$ cat config.mk
export PLATFORM = sky130hd
export DESIGN_NAME = traffic_phase_scheduler
export DESIGN_NICKNAME = d
export VERILOG_FILES = /design/src/rtl/traffic_phase_scheduler.sv
export SDC_FILE = /design/constraint.sdc
export NUM_CORES = 1
export LEC_CHECK = 0
export CAP_MARGIN = 20
export CORE_MARGIN = 8
export CORE_UTILIZATION = 35
export CTS_CLUSTER_DIAMETER = 40
export DETAILED_ROUTE_END_ITERATION = 7
export PLACE_DENSITY = 0.57
export SYNTH_ARGS = -nofsm -noshare
export SYNTH_HDL_FRONTEND = slang
export SYNTH_SLANG_ARGS = --single-unit
$ cat constraint.sdc
create_clock -name clk -period 2.31 [get_ports clk]
set_input_delay 0.462 -clock clk [delete_from_list [all_inputs] [get_ports clk]]
set_output_delay 0.462 -clock clk [all_outputs]
set_load 0.005 [all_outputs]
$ cat src/rtl/traffic_phase_scheduler.sv
// Traffic phase scheduler: two-direction signalised intersection with
// pedestrian walk phase and emergency-vehicle preemption. All timing is
// counted in ticks; lamp outputs are decoded from the registered state.
module traffic_phase_scheduler #(
  parameter int GREEN_MIN   = 5,
  parameter int YELLOW_TIME = 2,
  parameter int ALLRED_TIME = 1,
  parameter int WALK_TIME   = 4,
  parameter int CNT_W       = 4
) (
  input  logic       clk,
  input  logic       reset,
  input  logic       tick,
  input  logic       ns_req,
  input  logic       ew_req,
  input  logic       ped_req,
  input  logic       emerg_req,
  input  logic       emerg_dir,
  output logic       ns_g,
  output logic       ns_y,
  output logic       ew_g,
  output logic       ew_y,
  output logic       walk,
  output logic [2:0] phase,
  output logic       ped_ack,
  output logic       emerg_active
);

  typedef enum logic [2:0] {
    NS_G  = 3'd0,
    NS_Y  = 3'd1,
    RED_A = 3'd2,
    EW_G  = 3'd3,
    EW_Y  = 3'd4,
    RED_B = 3'd5,
    WALK  = 3'd6,
    EMRG  = 3'd7
  } state_t;

  localparam logic [CNT_W-1:0] GREEN_LAST  = CNT_W'(GREEN_MIN - 1);
  localparam logic [CNT_W-1:0] YELLOW_LAST = CNT_W'(YELLOW_TIME - 1);
  localparam logic [CNT_W-1:0] ALLRED_LAST = CNT_W'(ALLRED_TIME - 1);
  localparam logic [CNT_W-1:0] WALK_LAST   = CNT_W'(WALK_TIME - 1);

  state_t           state_q, state_d;
  state_t           redNext;
  logic [CNT_W-1:0] cnt_q, cnt_d;
  logic             ns_p_q, ns_p_d;
  logic             ew_p_q, ew_p_d;
  logic             ped_p_q, ped_p_d;
  logic             last_dir_q, last_dir_d;
  logic             edir_q, edir_d;
  logic             ped_ack_q, ped_ack_d;

  // Destination when an all-red interval expires: emergency, then walk, then alternate greens
  always_comb begin
    redNext = NS_G;
    if (emerg_req) begin
      redNext = EMRG;
    end else if (ped_p_q) begin
      redNext = WALK;
    end else if (last_dir_q) begin
      redNext = NS_G;
    end else begin
      redNext = EW_G;
    end
  end

  // Phase transitions; preemption moves are immediate, timed moves wait for tick
  always_comb begin
    state_d = state_q;
    case (state_q)
      NS_G: begin
        if (emerg_req && emerg_dir) begin
          state_d = NS_Y;
        end else if (emerg_req) begin
          state_d = EMRG;
        end else if (tick && (cnt_q >= GREEN_LAST) && (ew_p_q || ped_p_q)) begin
          state_d = NS_Y;
        end
      end
      EW_G: begin
        if (emerg_req && !emerg_dir) begin
          state_d = EW_Y;
        end else if (emerg_req) begin
          state_d = EMRG;
        end else if (tick && (cnt_q >= GREEN_LAST) && (ns_p_q || ped_p_q)) begin
          state_d = EW_Y;
        end
      end
      NS_Y: if (tick && (cnt_q == YELLOW_LAST)) state_d = RED_A;
      EW_Y: if (tick && (cnt_q == YELLOW_LAST)) state_d = RED_B;
      RED_A, RED_B: if (tick && (cnt_q == ALLRED_LAST)) state_d = redNext;
      WALK: begin
        if (emerg_req || (tick && (cnt_q == WALK_LAST))) state_d = RED_B;
      end
      EMRG: if (!emerg_req) state_d = edir_q ? EW_Y : NS_Y;
      default: state_d = NS_G;
    endcase
  end

  // Counter, pending requests and entry-latched registers; clearing on entry beats a new pulse
  always_comb begin
    cnt_d      = cnt_q;
    ns_p_d     = ns_p_q | ns_req;
    ew_p_d     = ew_p_q | ew_req;
    ped_p_d    = ped_p_q | ped_req;
    last_dir_d = last_dir_q;
    edir_d     = edir_q;
    ped_ack_d  = 1'b0;
    if (state_d != state_q) begin
      cnt_d = '0;
      case (state_d)
        NS_G: begin
          ns_p_d     = 1'b0;
          last_dir_d = 1'b0;
        end
        EW_G: begin
          ew_p_d     = 1'b0;
          last_dir_d = 1'b1;
        end
        WALK: begin
          ped_p_d   = 1'b0;
          ped_ack_d = 1'b1;
        end
        EMRG:    edir_d = emerg_dir;
        default: ;
      endcase
    end else if (tick && (cnt_q != '1)) begin
      cnt_d = cnt_q + 1'b1;
    end
  end

  // State registers with synchronous reset into NS green
  always_ff @(posedge clk) begin
    if (reset) begin
      state_q    <= NS_G;
      cnt_q      <= '0;
      ns_p_q     <= 1'b0;
      ew_p_q     <= 1'b0;
      ped_p_q    <= 1'b0;
      last_dir_q <= 1'b0;
      edir_q     <= 1'b0;
      ped_ack_q  <= 1'b0;
    end else begin
      state_q    <= state_d;
      cnt_q      <= cnt_d;
      ns_p_q     <= ns_p_d;
      ew_p_q     <= ew_p_d;
      ped_p_q    <= ped_p_d;
      last_dir_q <= last_dir_d;
      edir_q     <= edir_d;
      ped_ack_q  <= ped_ack_d;
    end
  end

  // Lamp decode from registered state only, so greens and walk are mutually exclusive
  always_comb begin
    ns_g         = (state_q == NS_G) || ((state_q == EMRG) && !edir_q);
    ns_y         = (state_q == NS_Y);
    ew_g         = (state_q == EW_G) || ((state_q == EMRG) && edir_q);
    ew_y         = (state_q == EW_Y);
    walk         = (state_q == WALK);
    phase        = state_q;
    ped_ack      = ped_ack_q;
    emerg_active = (state_q == EMRG);
  end

endmodule
# Word-level counts from Yosys, hierarchy flattened
# Index checks and enable logic that the tools add are counted.
# word_totals
in_bits,8
mem_count,0
elab_cells,79
latch_bits,0
mem_bits_rw,0
mem_bits_ro,0
ff_bits,13
output_inout_bits,10
# op_classes
n_mux,24
reduce_logical,27
multipliers,0
shift,0
n_eq_ne,14
div,0
n_lt_le_gt_ge,1
add_sub_neg,1
n_bitwise,4
# ops
op,n
two-way mux 3 bit,14
case mux 3 bit (7 select lines),1
"== test 3 bit, second input constant",6
logical AND 1 bit,11
"== test 3 x 2 -> 1 bit, second input constant",3
two-way mux 1 bit,7
zero test 3 bit,2
OR reduction 2 bit,3
logical OR 1 bit,5
"adder 4 x 1 -> 4 bit, second input constant",1
"== test 4 x 1 -> 1 bit, second input constant",1
"== test 4 x 2 -> 1 bit, second input constant",1
">= comparator 4 x 3 -> 1 bit, second input constant",1
zero test 4 bit,1
"inequality test 4 bit, second input constant",1
AND reduction 2 bit,2
"== test 3 x 1 -> 1 bit, second input constant",1
inequality test 3 bit,1
bitwise OR 1 bit,3
zero test 1 bit,2
two-way mux 2 bit,1
case mux 1 bit (2 select lines),1
nonzero test 2 bit,1
NOT 1 bit,1

# Depth between registers and ports, before layout
# Gate-level depths: netlist of the first run.
# depth
ltp_word,10
mapped_depth,9
mapped_depth_nobuf,9

# Worst setup path before layout of the first run
# Ideal clock, no wire load.
# synth_path
kind,reg-to-reg
from,register cnt_q[0]
to,register last_dir_q
path_stages_with_launch,10
path_buffers,0
setup_time_ps,74
setup_slack_ps,87
synth_period_minus_slack_ps,2223
required_ps,2236
arrival_time_ps,2149
cell_sequence,dfxtp_1 inv_1 ha_1 and4bb_1 a21oi_1 nor4_4 a21o_2 or4_1 o21ba_1 nor3_2
# synth_via
elab_chain_len,10
elab_cells_between_ends,28
classes_between,order compare (1); eq/ne (4); mux (12); reduce/logical (11)
# synth_rtl
element,line,text
"start, declared",47,"logic [CNT_W-1:0] cnt_q, cnt_d;"
"start signal, assigned",147,cnt_q <= cnt_d;
>= comparator 4 x 3 -> 1 bit,"78, 87",
logical AND 1 bit,"78, 87",
"logical AND 1 bit, on equally long branches","87, 78",
"two-way mux 3 bit, on equally long branches","87, 78",
"two-way mux 3 bit, on equally long branches","85, 76",
"two-way mux 3 bit, on equally long branches","83, 74",
case mux 3 bit (7 select lines) (*),72,case (state_q)
== test 3 x 2 -> 1 bit / zero test 3 bit (equally long branches),113,case (state_d)
nonzero test 2 bit (no source line),n/a,
AND reduction 2 bit (no source line),n/a,
"end signal, assigned",151,last_dir_q <= last_dir_d;
"end, declared",51,"logic last_dir_q, last_dir_d;"
# Every way passes the cells marked *; elsewhere a longest branch is shown, timed or not.
# A chain may end at the register's enable or synchronous reset.

# Final worst setup path of the first run
# layout_path
from,register cnt_q[0]
to,register ew_p_q
# layout_via
elab_chain_len,10
elab_cells_between_ends,26
classes_between,order compare (1); eq/ne (4); mux (13); reduce/logical (8)
# layout_rtl
element,line,text
>= comparator 4 x 3 -> 1 bit,"78, 87",
logical AND 1 bit,"78, 87",
"logical AND 1 bit, on equally long branches","87, 78",
"two-way mux 3 bit, on equally long branches","87, 78",
"two-way mux 3 bit, on equally long branches","85, 76",
"two-way mux 3 bit, on equally long branches","83, 74",
case mux 3 bit (7 select lines) (*),72,
== test 3 x 2 -> 1 bit,113,
two-way mux 1 bit,113,
two-way mux 1 bit (*),111,if (state_d != state_q) begin
"end signal, assigned",149,ew_p_q <= ew_p_d;
"end, declared",49,"logic ew_p_q, ew_p_d;"
# Marks and branches as above.

==> results of run 1 <==
-- layout by cell type, fill, tap and decap left out, types with 3 or more instances in the layout --
master           count
a21oi_2              4
buf_4               33
buf_6                4
clkbuf_4             3
clkdlybuf4s50_1     15
dfxtp_1              8
dfxtp_2              3
inv_1                6
nand2_1              9
nand2b_1             7
nand3_1              5
nor2_1              16
nor3_1               4
-- cell families (layout without fill, tap and decap cells) --
group | after synthesis | after routing
XOR/XNOR | 2 | 2
buffers and inverters | 16 | 65
AO/OA/AOI/OAI | 30 | 30
AND/OR/NAND/NOR | 67 | 67
multiplexers | 2 | 2
adder cells (fa/ha/maj) | 3 | 3
flip-flops | 13 | 13
-- worst max-delay path: stages (launching register included) --
cell,delay [ps]
dfxtp_2,350
buf_6,100
ha_4,120
nand4bb_4,120
mux2_4,330
nor4_4,400
o32ai_4,190
buf_6,160
nor3_4,250
nor2_4,70
a311oi_2,250
-- final timing paths --
kind | from | end | slack (ps)
hold / removal | cnt_q[1] | cnt_q[1] | 510
hold reg to reg | cnt_q[1] | cnt_q[1] | 510
setup / recovery | cnt_q[0] | ew_p_q | -110
setup reg to reg | cnt_q[0] | ew_p_q | -110
-- area by class of cell --
type | instances | share of cell area (%)
sequential | 13 | 16.1
tap | 33 | 2.45
multi-input combinational | 104 | 51.0
timing repair buffer | 54 | 27.3
inverter | 7 | 1.56
clock buffer | 4 | 1.56
-- report_power, final --
| group | switching [uW] | internal [uW] | total [uW] |
|---|---|---|---|
| combinational | 744 | 840 | 1580 |
| clock | 71.8 | 66.9 | 139 |
| sequential | 103 | 303 | 407 |
-- per-stage QoR --
step	hold slack, ps	instance area (um^2)	TNS, ps
5_1_grt	538	1680	-1120
3_5_place_dp	506	1460	-5210
3_3_place_gp	486	1460	-4480
2_1_floorplan	465	1080	0
4_1_cts	493	1540	-97.7
6_report	510	1680	-403
-- registers in the layout, summed over array words and instances (netlist names) --
| name | cells |
|---|---|
| cnt_q | 4 |
| edir_q | 1 |
| ew_p_q | 1 |
| last_dir_q | 1 |
| ns_p_q | 1 |
| ped_ack | 1 |
| ped_p_q | 1 |
| phase | 3 |
-- layer usage --
| layer | vias up | global-route usage (%) | part of all wire [%] |
|---|---|---|---|
| met3 | 6 | 1.39 | 1.9 |
| met2 | 15 | 19.7 | 50 |
| met5 | - | 0 | 0 |
| li1 | 580 | - | - |
| met4 | 0 | 6.12 | 1.8 |
| met1 | 542 | 14.4 | 47 |
-- what timing repair did --
action,4_1_cts,5_1_grt
pin swaps,8,14
gates resized for setup,14,23
endpoints found under the setup margin,12,13
cloned,0,0
buffers inserted,1,6
==> run_results.csv, run 1 <==
group,metric,value,unit
run_status,violations,"negative setup slack",
clocking,clock_latency,270,ps
clocking,cts_tree,"done",
logic_synthesis,yosys_register_bits,13,
route,ant_nets,0,
clocking,cts_made_buffers,3,
sta,fin_crit_sh,105,%
route,routedWlPerCell,15.3,um
logic_synthesis,syn_inst,133,
power,powerDensity,1260,mW/mm^2
logic_synthesis,synth_top_area_share,24.1,%
logic_synthesis,synth_warnings,0,
logic_synthesis,seq_area_frac_synth,24.1,%
floorplanning,dieArea,0.00511,mm^2
logic_synthesis,synth_commonest_cells,"19 x nor2_1, 13 x dfxtp_1, 9 x nand2_1",
power,peakVddDrop,710,uV
placement,io_buffers,17,
run,cap_violations,0,
floorplanning,start_util,35.9,%
final_layout,nFillCells,280,
logic_synthesis,synth.avg_cell_area,8.11,um^2
logic_synthesis,synth_nets,144,
final_layout,final_layout_size_suffix_gt1_share,41.8,%
sta,period_minus_slack,2420,ps
sta,finalClockSkew,8.97,ps
placement,pre_cts_ws,-544,ps
clocking,clk_pin_slew,70,ps
logic_synthesis,synth_cell_type_count,53,
logic_synthesis,synthTopCellsByArea,"dfxtp_1 24%, nor2_1 6.6%, nand2b_1 4.1%, ha_1 3.5%, nand2_1 3.1%",
route,drc,0,
floorplanning,core,0.00300,mm^2
global_routing,first_global_vias,1108,
sta,setup_ws,-112,ps
sta,finalHoldViolations,0,
route,dr.pass1.iters,4,
clocking,htreeDepth,1,
route,num_vias,1143,
sta,max_slew_margin,68.6,%
route,drt_iter0_drc,64,
route,vias_per_cell,5.32,
final_layout,ff_latch_area,272,um^2
worst_hold_path,hp-class,"flip-flop to flip-flop",
placement,globalplace.congestion,0.892,
global_routing,overflow,0,
logic_synthesis,synth_top_family_by_area,"simple AND/OR/NAND/NOR gates",
floorplanning,pin_count,18,
setup_path,reg2reg_depth,10,
global_routing,grt_pass1_wl,4930,um
final_layout,final_cells,215,
floorplanning,die_h,71.5,um
setup_path,required,2490,ps
worst_hold_path,hold_depth,2,
setup_path,start_kind,"flip-flop",
final_layout,area.growth.synth_to_final,56.1,%
clocking,hold_buffers,0,
global_routing,grt_max_degree,14,
sta,tightestPinTransition,468,ps
logic_synthesis,synthAdderAreaFrac,3.48,%
clocking,root_buffer,"clkbuf_4",
power,p_leak,0.000683,uW
sta,finalSetupViolCount,6,
placement,dp_cells,204,
placement,hpwlAfterDp,2410,um
final_layout,multiInputGateArea,858,um^2
logic_synthesis,synthSimpleGateAreaFrac,36.4,%
logic_synthesis,synth-edff-count,0,
setup_path,critical_path_peak_fanout,4,
global_routing,grt_antenna_before_repair,0,
run_status,outcome,"finished with violations",
logic_synthesis,yosysMostFrequentCell,"nor2_1",
clocking,cts_max_path_buffers,2,
setup_path,cp.arrival,2600,ps
logic_synthesis,synth_compound_area_share,24.8,%
sta,drv_slew,0,
sta,rsz0062_at_grt,"yes",
logic_synthesis,synth_top_cell_by_area,"dfxtp_1",
global_routing,grtUsageTotal,11.8,%
logic_synthesis,syn_area,0.00108,mm^2
clocking,cts.sinks,13,
sta,fmax,413,MHz
logic_synthesis,ys_async_sr_fraction,0,%
final_layout,fin_util,56.1,%
final_layout,layout.nets,194,
final_layout,num_antenna_cells,0,
logic_synthesis,ys.flop_type,"dfxtp_1",
route,drt-total-wl,3290,um
setup_path,crit_type,"flip-flop to flip-flop",
floorplanning,rows,20,
setup_path,crit_path_end_kind,"flip-flop",
logic_synthesis,synth_mux_area_share,2.32,%
floorplanning,die-width,71.5,um
power,power,2130,uW
logic_synthesis,synth_xor_area_share,1.62,%
(Power assumes the default switching activity.)
==> run 2, diff against run 1 <==
DONT_BUFFER_PORTS = 1   (was unset)
HOLD_SLACK_MARGIN = 0.12   (was unset)
PLACE_DENSITY = 0.49   (was 0.57)
==> run 2 against run 1 <==
Die area is the same. Sequential share of layout area grew 4.3 points. Routed wire length fell by 18%. Final cell count down 17%. Final area fell by 22%. Total power decreased by 21%. Setup slack improved by 160 ps. Fmax increased by 7.1%. The run now ends clean. Clock power decreased by 4%. Critical path depth fell by 1.
==> run_results.csv, run 2 (synthesis gave the netlist of run 1 again) <==
group,metric,value,unit
global_routing,grt_antenna_before_repair,0,
setup_path,crit_family,"compound AO/OA/AOI/OAI gates",
floorplanning,die_h,71.5,um
sta,tightestPinTransition,435,ps
floorplanning,core,0.00300,mm^2
route,drc,0,
clocking,root_buffer,"clkbuf_4",
clocking,cts.sinks,13,
clocking,htreeDepth,1,
global_routing,first_global_vias,984,
clocking,clk_pin_slew,70,ps
floorplanning,pin_count,18,
final_layout,largest_reg_flops,4,
final_layout,ff_latch_area,269,um^2
power,powerDensity,1270,mW/mm^2
final_layout,final_cell_mix,"18 x nor2_1, 17 x buf_4, 9 x nand2_1, 8 x dfxtp_1, 7 x nand2b_1",
setup_path,cp_cell_sequence,"inv_2 -> ha_2 -> and4bb_2 -> a31o_2 -> a211o_1 -> a22o_1 -> nor3_4 -> nor2_4 -> a311oi_2",
placement,dp_cells,172,
final_layout,fin_area,0.00132,mm^2
sta,finalClockSkew,0.784,ps
global_routing,grtUsageTotal,10.5,%
sta,finalHoldViolations,0,
clocking,cts_tree,"done",
sta,setup_ws,47.7,ps
final_layout,final_common_cell,"nor2_1",
placement,io_buffers,0,
setup_path,start_kind,"flip-flop",
setup_path,critical_path_buf_inv_count,1,
route,num_vias,1014,
route,drt-total-wl,2710,um
global_routing,grt_max_degree,13,
floorplanning,die-width,71.5,um
route,routedWlPerCell,15.2,um
setup_path,crit_path_end_kind,"flip-flop",
sta,period_minus_slack,2260,ps
placement,hpwlAfterDp,2100,um
power,p_leak,0.000515,uW
floorplanning,dieArea,0.00511,mm^2
sta,rsz0062_at_grt,"yes",
setup_path,crit_slowest_cell,"dfxtp_4",
floorplanning,start_util,35.9,%
route,ant_nets,0,
global_routing,grt_pass1_wl,4460,um
clocking,clock_latency,260,ps
final_layout,final_cells,179,
sta,fin_crit_sh,97.9,%
route,drt_iter0_drc,67,
sta,finalSetupViolCount,0,
clocking,cts_max_path_buffers,2,
final_layout,layout.nets,158,
clocking,cts_made_buffers,3,
placement,post_dp_cell_area,0.00118,mm^2
placement,globalplace.congestion,0.875,
final_layout,multiInputGateArea,815,um^2
final_layout,num_antenna_cells,0,
setup_path,slowest_delay,380,ps
sta,hold_ws,254,ps
clocking,hold_buffers,0,
sta,max_slew_margin,70.9,%
placement,pre_cts_ws,-121,ps
setup_path,cp.arrival,2440,ps
run,cap_violations,0,
final_layout,nFillCells,305,
final_layout,regMostFlops,"cnt_q",
setup_path,required,2490,ps
power,peakVddDrop,621,uV
sta,fmax,442,MHz
route,vias_per_cell,5.66,
sta,drv_slew,0,
setup_path,critical_path_peak_fanout,5,
floorplanning,rows,20,
final_layout,final_layout_size_suffix_gt1_share,36.3,%
global_routing,overflow,0,
route,dr.pass1.iters,4,
run_status,outcome,"finished clean",
setup_path,crit_type,"flip-flop to flip-flop",
final_layout,area.growth.synth_to_final,22.0,%
power,power,1680,uW
worst_hold_path,hp-class,"input pin to flip-flop",
[run 2: cell types whose count changed in the layout (fill, tap and decap cells not counted), sizes merged]
cell | previous run | this run
buf | 37 | 18
clkdlybuf4s50 | 15 | 0
dlygate4sd2 | 2 | 0
[run 2: final timing paths]
check	from	end	slack [ps]	depth (start not counted)
worst max-delay path	cnt_q[0]	ew_p_q	50	9
worst min-delay path	reset	phase[0]	250	1
worst max register to register	cnt_q[0]	ew_p_q	50	9
worst min register to register	ns_p_q	ns_p_q	500	2
[run 2: final cells by class]
| class | instances | share of cell area [%] |
|---|---|---|
| Clock buffer | 4 | 2.00 |
| Timing Repair Buffer | 18 | 10.6 |
| Inverter | 7 | 2.00 |
| Multi-Input combinational cell | 104 | 61.9 |
| Tap cell | 33 | 3.14 |
| Sequential cell | 13 | 20.4 |
[run 2: metrics by stage]
| step | util, % | setup TNS, ps |
|---|---|---|
| finish | 43.8 | 0 |
| global placement | 39.3 | -138 |
| floorplan | - | 0 |
| CTS | 40.9 | 0 |
| detailed placement | 39.3 | -254 |
| global route | 43.8 | -172 |
[run 2: power breakdown]
| part | switching, uW | total, uW | internal, uW |
|---|---|---|---|
| clock | 65.8 | 133 | 66.7 |
| combinational | 608 | 1150 | 541 |
| sequential | 95.8 | 393 | 298 |
| total | 769 | 1680 | 906 |
[run 2: per-layer routing]
metal,up-vias,wire (um),GRT usage (%)
li1,512,-,-
met1,475,1260,13.0
met2,23,1330,17.6
met3,4,98,2.09
met4,0,21,3.40
met5,-,0,0
[run 2: what timing repair did]
action                     in CTS  in global routing
pin swaps                       6                 14
setup endpoints to repair       6                 10
cloned                          0                  0
gates resized for setup         6                 19
setup buffers                   0                  3
[run 2: worst register-to-register path, stage by stage, from the launching register on]
cell	delay, ps
dfxtp_4	380
inv_2	40
ha_2	150
and4bb_2	260
a31o_2	240
a211o_1	280
a22o_1	250
nor3_4	260
nor2_4	80
a311oi_2	240
